## config.mk

```make
export PLATFORM = sky130hd
export DESIGN_NAME = joy_debounce
export DESIGN_NICKNAME = d
export VERILOG_FILES = /design/src/rtl/joy_pkg.sv /design/src/rtl/joy_debounce_ch.sv /design/src/rtl/joy_debounce.sv
export SDC_FILE = /design/constraint.sdc
export NUM_CORES = 1
export LEC_CHECK = 0
export ABC_AREA = 1
export BUFFER_PORTS_ARGS = -buffer_cell sky130_fd_sc_hd__buf_4
export CAP_MARGIN = 15
export CORE_AREA = 2 2 240 242
export CTS_CLUSTER_DIAMETER = 30
export DETAILED_ROUTE_END_ITERATION = 10
export DIE_AREA = 0 0 242 244
export GPL_TIMING_DRIVEN = 0
export PLACE_DENSITY_LB_ADDON = 0.1
export SLEW_MARGIN = 30
export SYNTH_ARGS = -nofsm -noshare
export SYNTH_HDL_FRONTEND = slang
export SYNTH_SLANG_ARGS = --single-unit
```

## constraint.sdc

```tcl
create_clock -name clk -period 1.6 [get_ports clk]
set_input_delay 0.24 -clock clk [delete_from_list [all_inputs] [get_ports clk]]
set_output_delay 0.24 -clock clk [all_outputs]
set_load 0.02 [all_outputs]
```

## src/rtl/joy_pkg.sv

```systemverilog
// Shared constants, FSM encoding and counter sizing helper for the joystick debouncer.
package joy_pkg;

    localparam int unsigned JOY_W      = 5;
    localparam int unsigned JOY_RIGHT  = 0;
    localparam int unsigned JOY_LEFT   = 1;
    localparam int unsigned JOY_UP     = 2;
    localparam int unsigned JOY_DOWN   = 3;
    localparam int unsigned JOY_SELECT = 4;

    typedef enum logic [1:0] {
        ST_IDLE         = 2'd0,
        ST_PRESS_WAIT   = 2'd1,
        ST_PRESSED      = 2'd2,
        ST_RELEASE_WAIT = 2'd3
    } joy_state_e;

    // Bits needed to hold values 0..max_val (at least one bit).
    function automatic int unsigned cnt_w(input int unsigned max_val);
        return (max_val < 2) ? 1 : int'($clog2(max_val + 1));
    endfunction

endpackage

```

## src/rtl/joy_debounce_ch.sv

```systemverilog
// One joystick channel: 2-flop synchronizer, debounce FSM and auto-repeat timer.
module joy_debounce_ch
    import joy_pkg::*;
#(
    parameter int unsigned DEBOUNCE_CNT = 250000,
    parameter int unsigned REPEAT_DLY   = 25000000,
    parameter int unsigned REPEAT_PER   = 5000000
) (
    input  logic clk,
    input  logic rst_n,
    input  logic raw,
    output logic level,
    output logic press,
    output logic rel,
    output logic rpt
);

    localparam int unsigned DB_W    = cnt_w(DEBOUNCE_CNT - 1);
    localparam int unsigned RPT_MAX = (REPEAT_DLY > REPEAT_PER) ? REPEAT_DLY : REPEAT_PER;
    localparam int unsigned RPT_W   = cnt_w(RPT_MAX);

    localparam logic [DB_W-1:0]  DB_LAST  = DB_W'(DEBOUNCE_CNT - 2);
    localparam logic [RPT_W-1:0] DLY_LAST = RPT_W'(REPEAT_DLY - 1);
    localparam logic [RPT_W-1:0] PER_LAST = RPT_W'(REPEAT_PER - 1);

    logic [1:0]       sync_q, sync_d;
    joy_state_e       state_q, state_d;
    logic [DB_W-1:0]  db_cnt_q, db_cnt_d;
    logic [RPT_W-1:0] rpt_cnt_q, rpt_cnt_d;
    logic             rpt_phase_q, rpt_phase_d;
    logic             level_q, level_d;
    logic             press_q, press_d;
    logic             rel_q, rel_d;
    logic             rpt_q, rpt_d;
    logic             sync;

    assign sync = sync_q[1];

    always_comb begin
        sync_d      = {sync_q[0], raw};
        state_d     = state_q;
        db_cnt_d    = db_cnt_q;
        rpt_cnt_d   = rpt_cnt_q;
        rpt_phase_d = rpt_phase_q;
        level_d     = level_q;
        press_d     = 1'b0;
        rel_d       = 1'b0;
        rpt_d       = 1'b0;

        case (state_q)
            ST_IDLE: begin
                if (sync) begin
                    state_d  = ST_PRESS_WAIT;
                    db_cnt_d = '0;
                end
            end
            ST_PRESS_WAIT: begin
                if (!sync) begin
                    state_d = ST_IDLE;
                end else begin
                    db_cnt_d = db_cnt_q + DB_W'(1);
                    if (db_cnt_q == DB_LAST) begin
                        state_d     = ST_PRESSED;
                        level_d     = 1'b1;
                        press_d     = 1'b1;
                        rpt_d       = 1'b1;
                        rpt_cnt_d   = '0;
                        rpt_phase_d = 1'b0;
                    end
                end
            end
            ST_PRESSED: begin
                if (!sync) begin
                    state_d  = ST_RELEASE_WAIT;
                    db_cnt_d = '0;
                end
            end
            ST_RELEASE_WAIT: begin
                if (sync) begin
                    state_d = ST_PRESSED;
                end else begin
                    db_cnt_d = db_cnt_q + DB_W'(1);
                    if (db_cnt_q == DB_LAST) begin
                        state_d     = ST_IDLE;
                        level_d     = 1'b0;
                        rel_d       = 1'b1;
                        rpt_cnt_d   = '0;
                        rpt_phase_d = 1'b0;
                    end
                end
            end
            default: state_d = ST_IDLE;
        endcase

        // Auto-repeat runs while held (including a bouncing release) but never on the release edge.
        if ((REPEAT_DLY != 0) && (state_d != ST_IDLE) &&
            ((state_q == ST_PRESSED) || (state_q == ST_RELEASE_WAIT))) begin
            if ((!rpt_phase_q && (rpt_cnt_q == DLY_LAST)) ||
                ( rpt_phase_q && (rpt_cnt_q == PER_LAST))) begin
                rpt_d       = 1'b1;
                rpt_cnt_d   = '0;
                rpt_phase_d = 1'b1;
            end else begin
                rpt_cnt_d = rpt_cnt_q + RPT_W'(1);
            end
        end
    end

    always_ff @(posedge clk or negedge rst_n) begin
        if (!rst_n) begin
            sync_q      <= '0;
            state_q     <= ST_IDLE;
            db_cnt_q    <= '0;
            rpt_cnt_q   <= '0;
            rpt_phase_q <= 1'b0;
            level_q     <= 1'b0;
            press_q     <= 1'b0;
            rel_q       <= 1'b0;
            rpt_q       <= 1'b0;
        end else begin
            sync_q      <= sync_d;
            state_q     <= state_d;
            db_cnt_q    <= db_cnt_d;
            rpt_cnt_q   <= rpt_cnt_d;
            rpt_phase_q <= rpt_phase_d;
            level_q     <= level_d;
            press_q     <= press_d;
            rel_q       <= rel_d;
            rpt_q       <= rpt_d;
        end
    end

    assign level = level_q;
    assign press = press_q;
    assign rel   = rel_q;
    assign rpt   = rpt_q;

endmodule

```

## src/rtl/joy_debounce.sv

```systemverilog
// Five-channel joystick debouncer with press/release/auto-repeat pulses.
module joy_debounce
    import joy_pkg::*;
#(
    parameter int unsigned DEBOUNCE_CNT = 250000,
    parameter int unsigned REPEAT_DLY   = 25000000,
    parameter int unsigned REPEAT_PER   = 5000000
) (
    input  logic             clk,
    input  logic             rst_n,
    input  logic             joy_right,
    input  logic             joy_left,
    input  logic             joy_up,
    input  logic             joy_down,
    input  logic             joy_select,
    output logic [JOY_W-1:0] joy_level,
    output logic [JOY_W-1:0] joy_press,
    output logic [JOY_W-1:0] joy_release,
    output logic [JOY_W-1:0] joy_repeat
);

    logic [JOY_W-1:0] raw;

    always_comb begin
        raw             = '0;
        raw[JOY_RIGHT]  = joy_right;
        raw[JOY_LEFT]   = joy_left;
        raw[JOY_UP]     = joy_up;
        raw[JOY_DOWN]   = joy_down;
        raw[JOY_SELECT] = joy_select;
    end

    for (genvar i = 0; i < int'(JOY_W); i++) begin : g_ch
        joy_debounce_ch #(
            .DEBOUNCE_CNT (DEBOUNCE_CNT),
            .REPEAT_DLY   (REPEAT_DLY),
            .REPEAT_PER   (REPEAT_PER)
        ) u_ch (
            .clk   (clk),
            .rst_n (rst_n),
            .raw   (raw[i]),
            .level (joy_level[i]),
            .press (joy_press[i]),
            .rel   (joy_release[i]),
            .rpt   (joy_repeat[i])
        );
    end

endmodule
```

==> summary.md, run 1 <==
| Metric | Value |
|---|---|
| DR WL met3 | `1891 um` |
| Final WL | `50900 um` |
| Depth of the worst register-to-register path | `10` |
| Buffer depth of the longest clock path | `3` |
| Number of warnings reported in the yosys synthesis log | `0` |
| Pin count of the biggest net entering global routing | `81` |
| Proportion of power drawn by combinational gates | `3.2%` |
| Critical path start-end classification | `reg2reg` |
| Sequential standard cell area | `6551 sq um` |
| Syn Area/Cell | `6.617 sq um` |
| Buf+Inv Stages, Crit Path | `0` |
| Highest metal layer with signal wires | `met4` |
| Relative contribution of sequential cells to total power | `28.3%` |
| Crit. End Element | `register` |
| Root buffer cell | `sky130_fd_sc_hd__clkbuf_16` |
| Cell row count | `87` |
| Clock-pin transition on the worst setup and hold timing paths | `40 ps` |
| Synthesized netlist net count | `2563` |
| Slowest cell on crit path | `sky130_fd_sc_hd__dfrtp_1` |
| Die area | `59050 sq um` |
| Final Cycle Share | `107.6%` |
| Number of max-cap violations | `0` |
| TritonCTS clock tree | `done` |
| Cell area power density | `988.3 nW/um^2` |
| Class of the most critical hold timing path | `in2async` |
| Die Wd | `242 um` |
| Synth Instances | `2541` |
| Reg2Reg Capture Point | `g_ch[4].u_ch.rpt_cnt_q[21]` |
| Total clock sinks | `260` |
| Ordered cell list for the critical path | `ha_4 -> nand2_4 -> nor2_8 -> nand3_4 -> nor2_4 -> nand3_4 -> nand2_8 -> nor2_1 -> nand2_2 -> nand2_1` |
| Number of enable-type register cells in the synthesized netlist | `0` |
| Leakage power | `10.93 nW` |
| Number of remaining DRC errors | `0` |
| Filler cells | `5773` |
| Proportion of layout cells with a drive suffix above 1 | `28.22%` |
| Share of flip-flops with an asynchronous set or reset | `100.0%` |
| Count of buffers from port buffering | `26` |
| Proportion of synthesized chip area in sequential cells | `38.70%` |
| Clock skew | `14.98 ps` |
| Cell area after layout | `24310 sq um` |
| Number of buffers created by CTS | `82` |
| DPL Wire Length | `32820 um` |
| Relative contribution of the clock network to total power | `68.4%` |
| Floorplan die height | `244 um` |
| Outcome | `finished with violations` |
| Most frequently used flop master after synthesis | `sky130_fd_sc_hd__dfrtp_1` |
| Endpoint of the most critical setup path | `g_ch[4].u_ch.rpt_cnt_q[21]` |
| Unique cell type count in the Yosys netlist | `42` |
| Met2 Wirelength | `23220 um` |
| Worst endpoint required time | `2090 ps` |
| Internal power | `18.64 mW` |
| Worst max-slew margin expressed relative to the limit | `59.47%` |
| Total congestion overflow after global routing | `0` |
| Detail-routed net length per standard cell | `14.01 um` |
| Crit path from | `g_ch[4].u_ch.rpt_cnt_q[1]` |
| H-tree depth | `3` |
| Footprint of the multi-input gates | `10530 sq um` |
| Weighted congestion at the end of routability-driven global placement | `0.8782` |
| Routed via count divided by cell count | `4.746` |
| Total I/O pin count | `27` |
| DRT met1 WL | `24420 um` |
| Floorplan core area | `56170 sq um` |
| Achievable clock frequency | `580.6 MHz` |
| Number of endpoints with negative hold slack in the final report | `0` |
| Arrival time at the worst endpoint | `2210 ps` |
| Delay of the slowest cell on the worst path | `400 ps` |
| Final Max Slew Viols | `0` |
| Failing checks | `setup timing` |
| Latest clock arrival within the worst-skew pair | `600 ps` |
| Startpoint Class | `register` |
| Placed inst area | `18050 sq um` |
| Switching share of power | `22.41%` |
| Length of the first detailed-routing pass in iterations | `5` |
| Tmin final | `1722 ps` |
| CP Depth | `10` |
| Area growth from synthesis to layout | `44.58%` |
| Reg2reg start | `g_ch[4].u_ch.rpt_cnt_q[1]` |
| CP dominant cell by count | `sky130_fd_sc_hd__nand3_4` |
| Remaining number of nets flagged by the antenna check after routing | `0` |
| Measured slew at the worst slew-check pin | `608.0 ps` |
| Antenna violations before repair | `0` |
| Ant diodes | `0` |
| Number of global-route vias before repair | `16660` |
| Unrepaired setup endpoints after global routing | `true` |
| GRT Util Overall | `16.89%` |
| Post-Route Hold Slack | `145.5 ps` |
| Top delay family on crit path | `simple AND/OR/NAND/NOR gates` |
| Starting utilization of the core area | `29.93%` |
| Routed vias | `17240` |
| Switching power | `5.385 mW` |
| Netlist Area Pre-Place | `16810 sq um` |
| Setup-failing EPs final | `130` |
| Final nets | `2835` |
| Maximum net fanout on the critical path | `6` |
| Smallest setup slack after layout | `-122.3 ps` |
| Global-route wire length before repair | `83260 um` |
| R2r setup slk | `-120 ps` |
| Number of storage elements in the synthesis netlist | `260` |
| Iteration-0 DRC count of the detailed router | `1043` |
| Max VDD drop | `0.8906 mV` |
[worst min-delay path by stage]
stage                                      start                          to  slack, ps
after global routing                       rst_n  g_ch[3].u_ch.rpt_cnt_q[15]        180
after detailed placement                   rst_n  g_ch[3].u_ch.rpt_cnt_q[15]        190
after global placement    g_ch[2].u_ch.sync_q[0]      g_ch[2].u_ch.sync_q[1]        340
after floorplan                            rst_n    g_ch[0].u_ch.db_cnt_q[0]        -60
final                                      rst_n  g_ch[3].u_ch.rpt_cnt_q[15]        150
after CTS                                  rst_n  g_ch[3].u_ch.rpt_cnt_q[15]        150
[layer usage]
metal / global-route usage (%) / vias to the layer above
met5: 0 / -
li1: - / 8708
met4: 6.064 / 0
met3: 3.183 / 108
met1: 22.64 / 8132
met2: 27.17 / 296
[cell usage after synthesis, types with 2 or more instances]
master	number	area (sq um)
sky130_fd_sc_hd__a21oi_1	31	155.2
sky130_fd_sc_hd__inv_1	256	960.9
sky130_fd_sc_hd__o21ai_0	97	485.5
sky130_fd_sc_hd__nor3_1	51	255.2
sky130_fd_sc_hd__and2_1	4	25.02
sky130_fd_sc_hd__inv_2	7	26.28
sky130_fd_sc_hd__nand3_1	229	1146
sky130_fd_sc_hd__buf_6	9	101.4
sky130_fd_sc_hd__nor2_2	10	62.56
sky130_fd_sc_hd__buf_4	25	187.7
sky130_fd_sc_hd__nand3_4	3	52.55
sky130_fd_sc_hd__nor3_2	2	20.02
sky130_fd_sc_hd__xor2_1	50	437.9
sky130_fd_sc_hd__nand3b_1	7	52.55
sky130_fd_sc_hd__nand2_1	870	3266
sky130_fd_sc_hd__ha_1	15	187.7
sky130_fd_sc_hd__nor2_4	5	56.30
sky130_fd_sc_hd__and3_1	2	12.51
sky130_fd_sc_hd__dfrtp_1	260	6506
sky130_fd_sc_hd__nor3b_1	5	37.54
sky130_fd_sc_hd__nor2_1	411	1543
sky130_fd_sc_hd__o21ai_2	3	26.28
sky130_fd_sc_hd__or2_2	11	68.82
sky130_fd_sc_hd__nand4_1	101	631.9
sky130_fd_sc_hd__xnor2_1	8	70.07
sky130_fd_sc_hd__a21o_1	4	30.03
sky130_fd_sc_hd__nand2_2	14	87.58
sky130_fd_sc_hd__nand3_2	3	30.03
sky130_fd_sc_hd__buf_2	12	60.06
sky130_fd_sc_hd__buf_1	4	15.01
sky130_fd_sc_hd__clkbuf_1	12	45.04
sky130_fd_sc_hd__a31oi_1	3	18.77
sky130_fd_sc_hd__o21bai_1	8	60.06
[cells in the final DEF (no fill, tap or decap), drive strengths merged]
cell | synthesis | final
clkbuf | 12 | 134
nand3 | 235 | 237
nor3b | 5 | 5
and2 | 4 | 4
or2 | 11 | 11
inv | 264 | 266
nand3b | 7 | 7
buf | 50 | 221
a31oi | 3 | 3
nor2 | 427 | 427
o22ai | 1 | 1
and3 | 2 | 2
clkinv | 1 | 19
o21ai | 101 | 101
xnor2 | 8 | 8
a21oi | 31 | 31
bufinv | 0 | 8
xor2 | 50 | 50
nand4 | 101 | 101
a21o | 4 | 4
dfrtp | 260 | 260
ha | 15 | 15
nand2 | 885 | 886
dlygate4sd3 | 0 | 6
o21bai | 8 | 8
clkinvlp | 0 | 6
nor3 | 54 | 54
o211ai | 1 | 1
o31ai | 1 | 1
[final cells by class]
class / count / share of cell area, %
multi-input cells: 1957 / 43.33
well taps: 756 / 3.891
repair buffers: 186 / 7.582
clock inverters: 34 / 1.946
clock buffers: 114 / 9.841
flip-flops and latches: 260 / 26.95
plain buffers: 61 / 2.208
inverters: 265 / 4.246
[worst reg2reg max path, delay by kind of cell (launching register included)]
family | cells | cell delay, ps
adders and majority gates | 1 | 170
DFF | 1 | 400
and+or+nand+nor | 9 | 1040
[power groups by stage]
stage / Sequential (mW) / Clock (mW) / Combinational, mW
3_5_place_dp: 6.88 / 0 / 0.489
2_1_floorplan: 6.85 / 0 / 0.223
5_1_grt: 6.81 / 17.3 / 0.875
6_report: 6.81 / 16.4 / 0.775
4_1_cts: 6.80 / 16.8 / 0.653
3_3_place_gp: 6.88 / 0 / 0.455
[stage by stage]
step | util, % | total power, mW | cells | worst slack, ps | setup TNS, ps
floorplan | - | 7.072 | 2541 | 3.736 | 0
global placement | 31.98 | 7.333 | 3323 | -2289 | -626170
CTS | 40.28 | 24.30 | 3560 | -149.6 | -11340
global route | 43.28 | 24.95 | 3633 | -224.5 | -19620
detailed placement | 32.14 | 7.364 | 3326 | -617.3 | -44480
finish | 43.28 | 24.02 | 3633 | -122.3 | -7771
[sequential cells by signal, summed over array words and instances (netlist names)]
signal	cells
g_ch.u_ch.db_cnt_q	90
g_ch.u_ch.state_q	10
g_ch.u_ch.rpt_phase_q	5
g_ch.u_ch.rpt	5
g_ch.u_ch.sync_q	10
g_ch.u_ch.level	5
g_ch.u_ch.rpt_cnt_q	125
g_ch.u_ch.rel	5
g_ch.u_ch.press	5
[logic make-up (layout without fill, tap and decap cells)]
family | after synthesis | after routing | share of synthesized area (%)
buffers and inverters | 327 | 660 | 8.364
DFF | 260 | 260 | 38.70
and+or+nand+nor | 1731 | 1734 | 44.03
AOI/OAI and AO/OA | 150 | 150 | 4.770
adders and majority gates | 15 | 15 | 1.116
xor gates and xnor gates | 58 | 58 | 3.021
[repair_timing]
| item | CTS | global route |
|---|---|---|
| endpoints found under the hold margin | 73 | 0 |
| hold buffers | 6 | 0 |
| setup endpoints to repair | 176 | 203 |
| buffers inserted | 63 | 70 |
| cloned | 17 | 8 |
| gates resized for setup | 301 | 310 |
| pin swaps | 91 | 135 |
Note: power is estimated with default switching activity, not from simulation.
==> inputs of run 2 (changes only) <==
CORE_AREA = 2 2 174 176   (was 2 2 240 242)
DIE_AREA = 0 0 176 178   (was 0 0 242 244)
==> run 2 against run 1 <==
  * The run still ends with setup timing left
  * Design area shrank 4.1%
  * Maximum frequency decreased by 3.7%
  * First-iteration DRC count rose by 46%
  * Critical endpoint is now g_ch[0].u_ch.rpt_cnt_q[12]
  * Combinational power up 1%
  * Count of clock-buffer cells in the layout decreased by 44
  * Flip-flop and latch count is the same
  * Highest routed layer unchanged
  * Largest power group unchanged
  * Sequential power is essentially flat
  * Register-to-register slack worse by 70 ps
  * Utilization up 36 points
==> summary.md, run 2 (synthesis gave the netlist of run 1 again) <==
| Metric | Value |
|---|---|
| Placed inst area | `17590 sq um (was 18050 sq um)` |
| Worst max-slew margin expressed relative to the limit | `57.63% (was 59.47%)` |
| Setup-failing EPs final | `134 (was 130)` |
| Total congestion overflow after global routing | `0 (unchanged)` |
| Leakage power | `10.59 nW (was 10.93 nW)` |
| DPL Wire Length | `29420 um (was 32820 um)` |
| Crit. End Element | `register (unchanged)` |
| Max VDD drop | `0.9890 mV (was 0.8906 mV)` |
| Delay of the slowest cell on the worst path | `400 ps (about the same)` |
| Starting utilization of the core area | `57.19% (was 29.93%)` |
| Top register by number of flip-flops | `g_ch.u_ch.rpt_cnt_q (unchanged)` |
| Proportion of layout cells with a drive suffix above 1 | `28.93% (was 28.22%)` |
| Final nets | `2810 (was 2835)` |
| Number of max-cap violations | `0 (unchanged)` |
| H-tree depth | `2 (was 3)` |
| Top library cells by usage in the layout, fill and taps aside | `sky130_fd_sc_hd__nand2_1 (748), sky130_fd_sc_hd__nor2_1 (328), sky130_fd_sc_hd__inv_1 (222), sky130_fd_sc_hd__dfrtp_1 (213), sky130_fd_sc_hd__nand3_1 (151) (was sky130_fd_sc_hd__nand2_1 (726), sky130_fd_sc_hd__nor2_1 (343), sky130_fd_sc_hd__inv_1 (227), sky130_fd_sc_hd__dfrtp_1 (224), sky130_fd_sc_hd__nand3_1 (174))` |
| Ant diodes | `0 (unchanged)` |
| Buf+Inv Stages, Crit Path | `2 (was 0)` |
| Cell area power density | `903.1 nW/um^2 (was 988.3 nW/um^2)` |
| Crit path from | `g_ch[0].u_ch.rpt_cnt_q[1] (was g_ch[4].u_ch.rpt_cnt_q[1])` |
| Maximum net fanout on the critical path | `5 (was 6)` |
| Clock-pin transition on the worst setup and hold timing paths | `50 ps (was 40 ps)` |
| Depth of the worst register-to-register path | `12 (was 10)` |
| Unrepaired setup endpoints after global routing | `true (unchanged)` |
| Failing checks | `setup timing (unchanged)` |
| Floorplan die height | `178 um (was 244 um)` |
| Weighted congestion at the end of routability-driven global placement | `0.9691 (was 0.8782)` |
| Cell area after layout | `23300 sq um (was 24310 sq um)` |
| TritonCTS clock tree | `done (unchanged)` |
| Smallest setup slack after layout | `-188.6 ps (was -122.3 ps)` |
| Number of buffers created by CTS | `61 (was 82)` |
| Post-Route Hold Slack | `173.3 ps (was 145.5 ps)` |
| Routed via count divided by cell count | `5.603 (was 4.746)` |
| Arrival time at the worst endpoint | `2250 ps (was 2210 ps)` |
| Global-route wire length before repair | `78100 um (was 83260 um)` |
| Root buffer cell | `sky130_fd_sc_hd__clkbuf_16 (unchanged)` |
| Buffer depth of the longest clock path | `3 (unchanged)` |
| Tmin final | `1789 ps (was 1722 ps)` |
| CP Depth | `12 (was 10)` |
| Number of remaining DRC errors | `0 (unchanged)` |
| Final Max Slew Viols | `0 (unchanged)` |
| Filler cells | `1953 (was 5773)` |
| Post-layout power | `21.05 mW (was 24.02 mW)` |
| Latest clock arrival within the worst-skew pair | `580 ps (was 600 ps)` |
| Length of the first detailed-routing pass in iterations | `7 (was 5)` |
| Detail-routed net length per standard cell | `15.88 um (was 14.01 um)` |
| Class of the most critical hold timing path | `in2async (unchanged)` |
| Fin Setup TNS | `-10280 ps (was -7771 ps)` |
| Achievable clock frequency | `559.1 MHz (was 580.6 MHz)` |
| Most common cell after layout, fill and taps aside | `sky130_fd_sc_hd__nand2_1 (unchanged)` |
| Die Wd | `176 um (was 242 um)` |
| Flip-flop count of the largest register, all copies and words added | `125 (unchanged)` |
| R2r setup slk | `-190 ps (was -120 ps)` |
| Count of buffers from port buffering | `26 (unchanged)` |
| Antenna violations before repair | `0 (unchanged)` |
| Clock skew | `11.26 ps (was 14.98 ps)` |
| Total clock sinks | `260 (unchanged)` |
| Reg2reg start | `g_ch[0].u_ch.rpt_cnt_q[1] (was g_ch[4].u_ch.rpt_cnt_q[1])` |
| Cell row count | `63 (was 87)` |
| Pin count of the biggest net entering global routing | `85 (was 81)` |
| Iteration-0 DRC count of the detailed router | `1527 (was 1043)` |
| GRT Util Overall | `29.82% (was 16.89%)` |
| Measured slew at the worst slew-check pin | `630.6 ps (was 608.0 ps)` |
| Top delay family on crit path | `simple AND/OR/NAND/NOR gates (unchanged)` |
| Remaining number of nets flagged by the antenna check after routing | `0 (unchanged)` |
| Reg2Reg Capture Point | `g_ch[0].u_ch.rpt_cnt_q[12] (was g_ch[4].u_ch.rpt_cnt_q[21])` |
| Outcome | `finished with violations (unchanged)` |
| Floorplan core area | `29400 sq um (was 56170 sq um)` |
| Number of endpoints with negative hold slack in the final report | `0 (unchanged)` |
| Critical path start-end classification | `reg2reg (unchanged)` |
| Routed vias | `18090 (was 17240)` |
| Area growth from synthesis to layout | `38.60% (was 44.58%)` |
| Ordered cell list for the critical path | `ha_4 -> nand2_4 -> nor2_4 -> nand3_4 -> nor2_2 -> nand3_1 -> nand2_2 -> buf_6 -> buf_8 -> nor2_2 -> nand2_1 -> nand2_1 (was ha_4 -> nand2_4 -> nor2_8 -> nand3_4 -> nor2_4 -> nand3_4 -> nand2_8 -> nor2_1 -> nand2_2 -> nand2_1)` |
| Biggest registers after layout | `g_ch.u_ch.rpt_cnt_q x125, g_ch.u_ch.db_cnt_q x90 (unchanged)` |
| Startpoint Class | `register (unchanged)` |
| Slowest cell on crit path | `sky130_fd_sc_hd__dfrtp_1 (unchanged)` |
| Worst endpoint required time | `2060 ps (was 2090 ps)` |
| Number of global-route vias before repair | `16860 (was 16660)` |
| Final WL | `51250 um (was 50900 um)` |
| Total I/O pin count | `27 (unchanged)` |
| Final Cycle Share | `111.8% (was 107.6%)` |
| Die area | `31330 sq um (was 59050 sq um)` |
[run 2: cell types whose count changed in the layout (fill, tap and decap cells not counted), moves of 15 or more]
| cell | previous run | this run |
|---|---|---|
| sky130_fd_sc_hd__nor2_1 | 343 | 328 |
| sky130_fd_sc_hd__nor2_2 | 41 | 56 |
| sky130_fd_sc_hd__nand2_1 | 726 | 748 |
| sky130_fd_sc_hd__clkbuf_16 | 90 | 64 |
| sky130_fd_sc_hd__clkbuf_8 | 22 | 5 |
| sky130_fd_sc_hd__nand2_2 | 126 | 106 |
| sky130_fd_sc_hd__nand3_1 | 174 | 151 |
[run 2: stage by stage]
step | instances | setup WS [ps] | utilization [%]
after floorplan | 2541 | 3.736 | -
after global placement | 2957 | -1891 | 59.53
after detailed placement | 2960 | -452.5 | 59.84
after CTS | 3163 | -156.9 | 72.74
after global routing | 3228 | -292.4 | 79.26
final | 3228 | -188.6 | 79.26
[run 2: worst max-delay path by stage]
stage,end,slack [ps]
6_report,g_ch[0].u_ch.rpt_cnt_q[12],-190
5_1_grt,g_ch[0].u_ch.rpt_cnt_q[12],-290
4_1_cts,g_ch[2].u_ch.rpt_cnt_q[12],-160
3_5_place_dp,g_ch[4].u_ch.rpt_cnt_q[23],-450
3_3_place_gp,g_ch[4].u_ch.db_cnt_q[16],-1890
2_1_floorplan,g_ch[2].u_ch.rpt_cnt_q[5],4
[run 2: routing by layer]
metal,vias to the layer above,wire length [um],global-route usage (%)
met5,-,0,0
met4,0,1887,11.47
met3,187,3383,4.476
met2,783,25760,52.03
met1,8494,20230,37.48
li1,8622,-,-
[run 2: repair_timing]
item | 4_1_cts | 5_1_grt
gates resized for setup | 247 | 424
hold endpoints to repair | 63 | 0
gates cloned | 19 | 6
setup buffers | 65 | 61
hold buffers | 6 | 0
endpoints found under the setup margin | 166 | 223
pin swaps | 79 | 167
[run 2: cell type report]
class	instances	area (sq um)	share of cell area, %
multi-input cells	1957	10730	46.03
flip-flops and latches	260	6565	28.17
repair buffers	180	1704	7.313
clock buffers	70	1632	7.001
inverters	265	1046	4.489
clock inverters	43	604.3	2.593
plain buffers	62	528.0	2.266
well taps	390	488.0	2.094
repair inverters	1	8.758	0.03758
[run 2: report_power, final]
group	leakage, nW	switching [mW]	internal (mW)	total (mW)
clock network	1.08	4.20	9.26	13.5
registers	3.51	0.122	6.68	6.80
logic	6.00	0.480	0.304	0.785
total	10.6	4.80	16.2	21.0
==> inputs of run 3 (changes only) <==
SETUP_SLACK_MARGIN = 0.3   (was not set)
==> run 3 against run 2 <==
  * The flow finishes with violations (hold timing, setup timing)
  * Die area unchanged
  * Worst hold slack got worse by 620 ps
  * Critical path depth decreased by 2
  * Highest routed layer unchanged
  * Design area increased by 6.0%
  * Sequential power about the same
  * Sequential share of layout area decreased by 1.7 points
  * Global-route usage increased by 3.5 points
  * Register-to-register slack got worse by 90 ps
  * Critical endpoint is now g_ch[3].u_ch.rpt_cnt_q[0]
  * Wire length increased by 17%
  * Count of clock-buffer cells in the layout increased by 16
  * Maximum frequency decreased by 4.8%
==> summary.md, run 3 (synthesis gave the netlist of run 1 again) <==
| Metric | Value |
|---|---|
| Sequential standard cell area | `6549 sq um (was 6565 sq um)` |
| Leakage power | `11.22 nW (was 10.59 nW)` |
| Arrival time at the worst endpoint | `2340 ps (was 2250 ps)` |
| Depth of the worst register-to-register path | `10 (was 12)` |
| Final WL | `59720 um (was 51250 um)` |
| Count of buffers from port buffering | `26 (unchanged)` |
| Post-Route Hold Slack | `-447.9 ps (was 173.3 ps)` |
| Number of max-cap violations | `0 (unchanged)` |
| Slowest cell on crit path | `sky130_fd_sc_hd__dfrtp_2 (was sky130_fd_sc_hd__dfrtp_1)` |
| Antenna violations before repair | `0 (unchanged)` |
| Flip-flop count of the largest register, all copies and words added | `125 (unchanged)` |
| R2r setup slk | `-280 ps (was -190 ps)` |
| GRT Util Overall | `33.33% (was 29.82%)` |
| Max VDD drop | `1.124 mV (was 0.9890 mV)` |
| Starting utilization of the core area | `57.19% (unchanged)` |
| Footprint of the multi-input gates | `11130 sq um (was 10730 sq um)` |
| Ant diodes | `0 (unchanged)` |
| Final Cycle Share | `117.4% (was 111.8%)` |
| Number of remaining DRC errors | `0 (unchanged)` |
| Total clock sinks | `260 (unchanged)` |
| Routed vias | `19600 (was 18090)` |
| Final nets | `2873 (was 2810)` |
| H-tree depth | `3 (was 2)` |
| Reg2reg start | `g_ch[3].u_ch.db_cnt_q[0] (was g_ch[0].u_ch.rpt_cnt_q[1])` |
| Unrepaired setup endpoints after global routing | `true (unchanged)` |
| Reg2Reg Capture Point | `g_ch[3].u_ch.rpt_cnt_q[0] (was g_ch[0].u_ch.rpt_cnt_q[12])` |
| Ordered cell list for the critical path | `inv_2 -> ha_4 -> nand2_2 -> nor3_2 -> nand3_2 -> nand2_4 -> nand2_8 -> buf_4 -> nand3_2 -> nand2_1 (was ha_4 -> nand2_4 -> nor2_4 -> nand3_4 -> nor2_2 -> nand3_1 -> nand2_2 -> buf_6 -> buf_8 -> nor2_2 -> nand2_1 -> nand2_1)` |
| Tmin final | `1879 ps (was 1789 ps)` |
| Buf+Inv Stages, Crit Path | `2 (unchanged)` |
| Floorplan die height | `178 um (unchanged)` |
| Cell row count | `63 (unchanged)` |
| Biggest registers after layout | `g_ch.u_ch.rpt_cnt_q x125, g_ch.u_ch.db_cnt_q x90 (unchanged)` |
| Critical path start-end classification | `reg2reg (unchanged)` |
| Measured slew at the worst slew-check pin | `766.9 ps (was 630.6 ps)` |
| Crit. End Element | `register (unchanged)` |
| Total congestion overflow after global routing | `0 (unchanged)` |
| Most common cell after layout, fill and taps aside | `sky130_fd_sc_hd__nand2_1 (unchanged)` |
| Total I/O pin count | `27 (unchanged)` |
| Startpoint Class | `register (unchanged)` |
| Detail-routed net length per standard cell | `18.12 um (was 15.88 um)` |
| Area growth from synthesis to layout | `46.89% (was 38.60%)` |
| Remaining number of nets flagged by the antenna check after routing | `0 (unchanged)` |
| Root buffer cell | `sky130_fd_sc_hd__clkbuf_16 (unchanged)` |
| Floorplan core area | `29400 sq um (unchanged)` |
| Die Wd | `176 um (unchanged)` |
| Number of buffers created by CTS | `67 (was 61)` |
| Clock-pin transition on the worst setup and hold timing paths | `50 ps (about the same)` |
| Pin count of the biggest net entering global routing | `88 (was 85)` |
| Number of endpoints with negative hold slack in the final report | `156 (was 0)` |
| Failing checks | `hold timing, setup timing (was setup timing)` |
| DPL Wire Length | `29030 um (was 29420 um)` |
| Delay of the slowest cell on the worst path | `410 ps (was 400 ps)` |
| Achievable clock frequency | `532.2 MHz (was 559.1 MHz)` |
| Class of the most critical hold timing path | `in2async (unchanged)` |
| Latest clock arrival within the worst-skew pair | `580 ps (about the same)` |
| Filler cells | `1646 (was 1953)` |
| Die area | `31330 sq um (unchanged)` |
| Number of global-route vias before repair | `17840 (was 16860)` |
| Top delay family on crit path | `simple AND/OR/NAND/NOR gates (unchanged)` |
| Weighted congestion at the end of routability-driven global placement | `0.9539 (was 0.9691)` |
| Top library cells by usage in the layout, fill and taps aside | `sky130_fd_sc_hd__nand2_1 (707), sky130_fd_sc_hd__nor2_1 (320), sky130_fd_sc_hd__dfrtp_1 (226), sky130_fd_sc_hd__inv_1 (206), sky130_fd_sc_hd__nand3_1 (158) (was sky130_fd_sc_hd__nand2_1 (748), sky130_fd_sc_hd__nor2_1 (328), sky130_fd_sc_hd__inv_1 (222), sky130_fd_sc_hd__dfrtp_1 (213), sky130_fd_sc_hd__nand3_1 (151))` |
| Final core occ | `84.00% (was 79.26%)` |
| Proportion of layout cells with a drive suffix above 1 | `33.00% (was 28.93%)` |
| Top register by number of flip-flops | `g_ch.u_ch.rpt_cnt_q (unchanged)` |
| Post-layout instance count excluding filler cells | `3296 (was 3228)` |
| Smallest setup slack after layout | `-279.0 ps (was -188.6 ps)` |
| Clock skew | `27.04 ps (was 11.26 ps)` |
| Buffer depth of the longest clock path | `3 (unchanged)` |
| CP Depth | `10 (was 12)` |
| Outcome | `finished with violations (unchanged)` |
| Iteration-0 DRC count of the detailed router | `2420 (was 1527)` |
| Routed via count divided by cell count | `5.947 (was 5.603)` |
| Worst max-slew margin expressed relative to the limit | `48.87% (was 57.63%)` |
| Worst endpoint required time | `2060 ps (about the same)` |
| Length of the first detailed-routing pass in iterations | `9 (was 7)` |
| Final Max Slew Viols | `0 (unchanged)` |
| Global-route wire length before repair | `85730 um (was 78100 um)` |
| TritonCTS clock tree | `done (unchanged)` |
| Cell area power density | `900.1 nW/um^2 (was 903.1 nW/um^2)` |
| Setup-failing EPs final | `162 (was 134)` |
| Maximum net fanout on the critical path | `5 (unchanged)` |
| Cell count after placement | `2960 (unchanged)` |
| CP dominant cell by count | `sky130_fd_sc_hd__nand3_2` |
[run 3: cell types whose count changed in the layout (fill, tap and decap cells not counted), sizes merged]
cell | before | now
buf | 220 | 275
clkbuf | 86 | 101
inv | 273 | 269
bufinv | 12 | 9
clkinvlp | 8 | 11
nand3 | 235 | 237
clkinv | 16 | 15
nor2 | 427 | 428
[run 3: layer usage]
metal  up-vias  GRT usage (%)  part of all wire (%)
met5         -              0                     0
met4         0          14.70                   5.7
met3       383          6.415                   8.6
met2      1300          56.94                    49
met1      9163          41.24                    37
li1       8756              -                     -
[run 3: layout make-up]
| cell class | instances | area share [%] |
|---|---|---|
| inverters | 265 | 4.311 |
| repair buffers | 234 | 9.651 |
| clock buffers | 86 | 7.695 |
| plain buffers | 62 | 2.660 |
| multi-input cells | 1960 | 45.08 |
| flip-flops and latches | 260 | 26.52 |
| well taps | 390 | 1.976 |
| clock inverters | 38 | 2.077 |
| repair inverters | 1 | 0.03546 |
[run 3: power breakdown]
part	internal [mW]	switching [mW]	leakage, nW	total [mW]
Combinational	0.463	0.616	6.53	1.08
Clock	9.89	4.45	1.15	14.3
Sequential	6.68	0.127	3.53	6.81
Total	17.0	5.19	11.2	22.2
[run 3: repair_timing]
item                                    4_1_cts  5_1_grt
setup buffers                               117       60
hold buffers                                  5        1
hold endpoints to repair                    178       51
endpoints found under the setup margin      268      267
pin swaps                                   136      160
resized for setup                           421      367
gates cloned                                 25        4
[run 3: how the worst max path moves through the flow]
stage / startpoint / to
after floorplan: g_ch[3].u_ch.db_cnt_q[0] / g_ch[3].u_ch.rpt_cnt_q[17]
after global placement: rst_n / g_ch[0].u_ch.state_q[1]
after detailed placement: g_ch[1].u_ch.rpt_cnt_q[0] / g_ch[1].u_ch.rpt_cnt_q[9]
after CTS: g_ch[2].u_ch.db_cnt_q[0] / g_ch[2].u_ch.level
after global routing: g_ch[4].u_ch.db_cnt_q[10] / g_ch[4].u_ch.rpt_cnt_q[11]
final: g_ch[3].u_ch.db_cnt_q[0] / g_ch[3].u_ch.rpt_cnt_q[0]
[run 3: through the flow]
| stage | setup TNS (ps) | setup slack [ps] | power [mW] | instance area (sq um) |
|---|---|---|---|---|
| after floorplan | 0 | 50.65 | 7.096 | 17180 |
| after global placement | -511840 | -2166 | 7.321 | 17860 |
| after detailed placement | -22140 | -265.7 | 7.364 | 17950 |
| after CTS | -4459 | -84.62 | 21.92 | 22960 |
| after global routing | -38410 | -358.3 | 22.75 | 24700 |
| final | -22350 | -279.0 | 22.23 | 24700 |
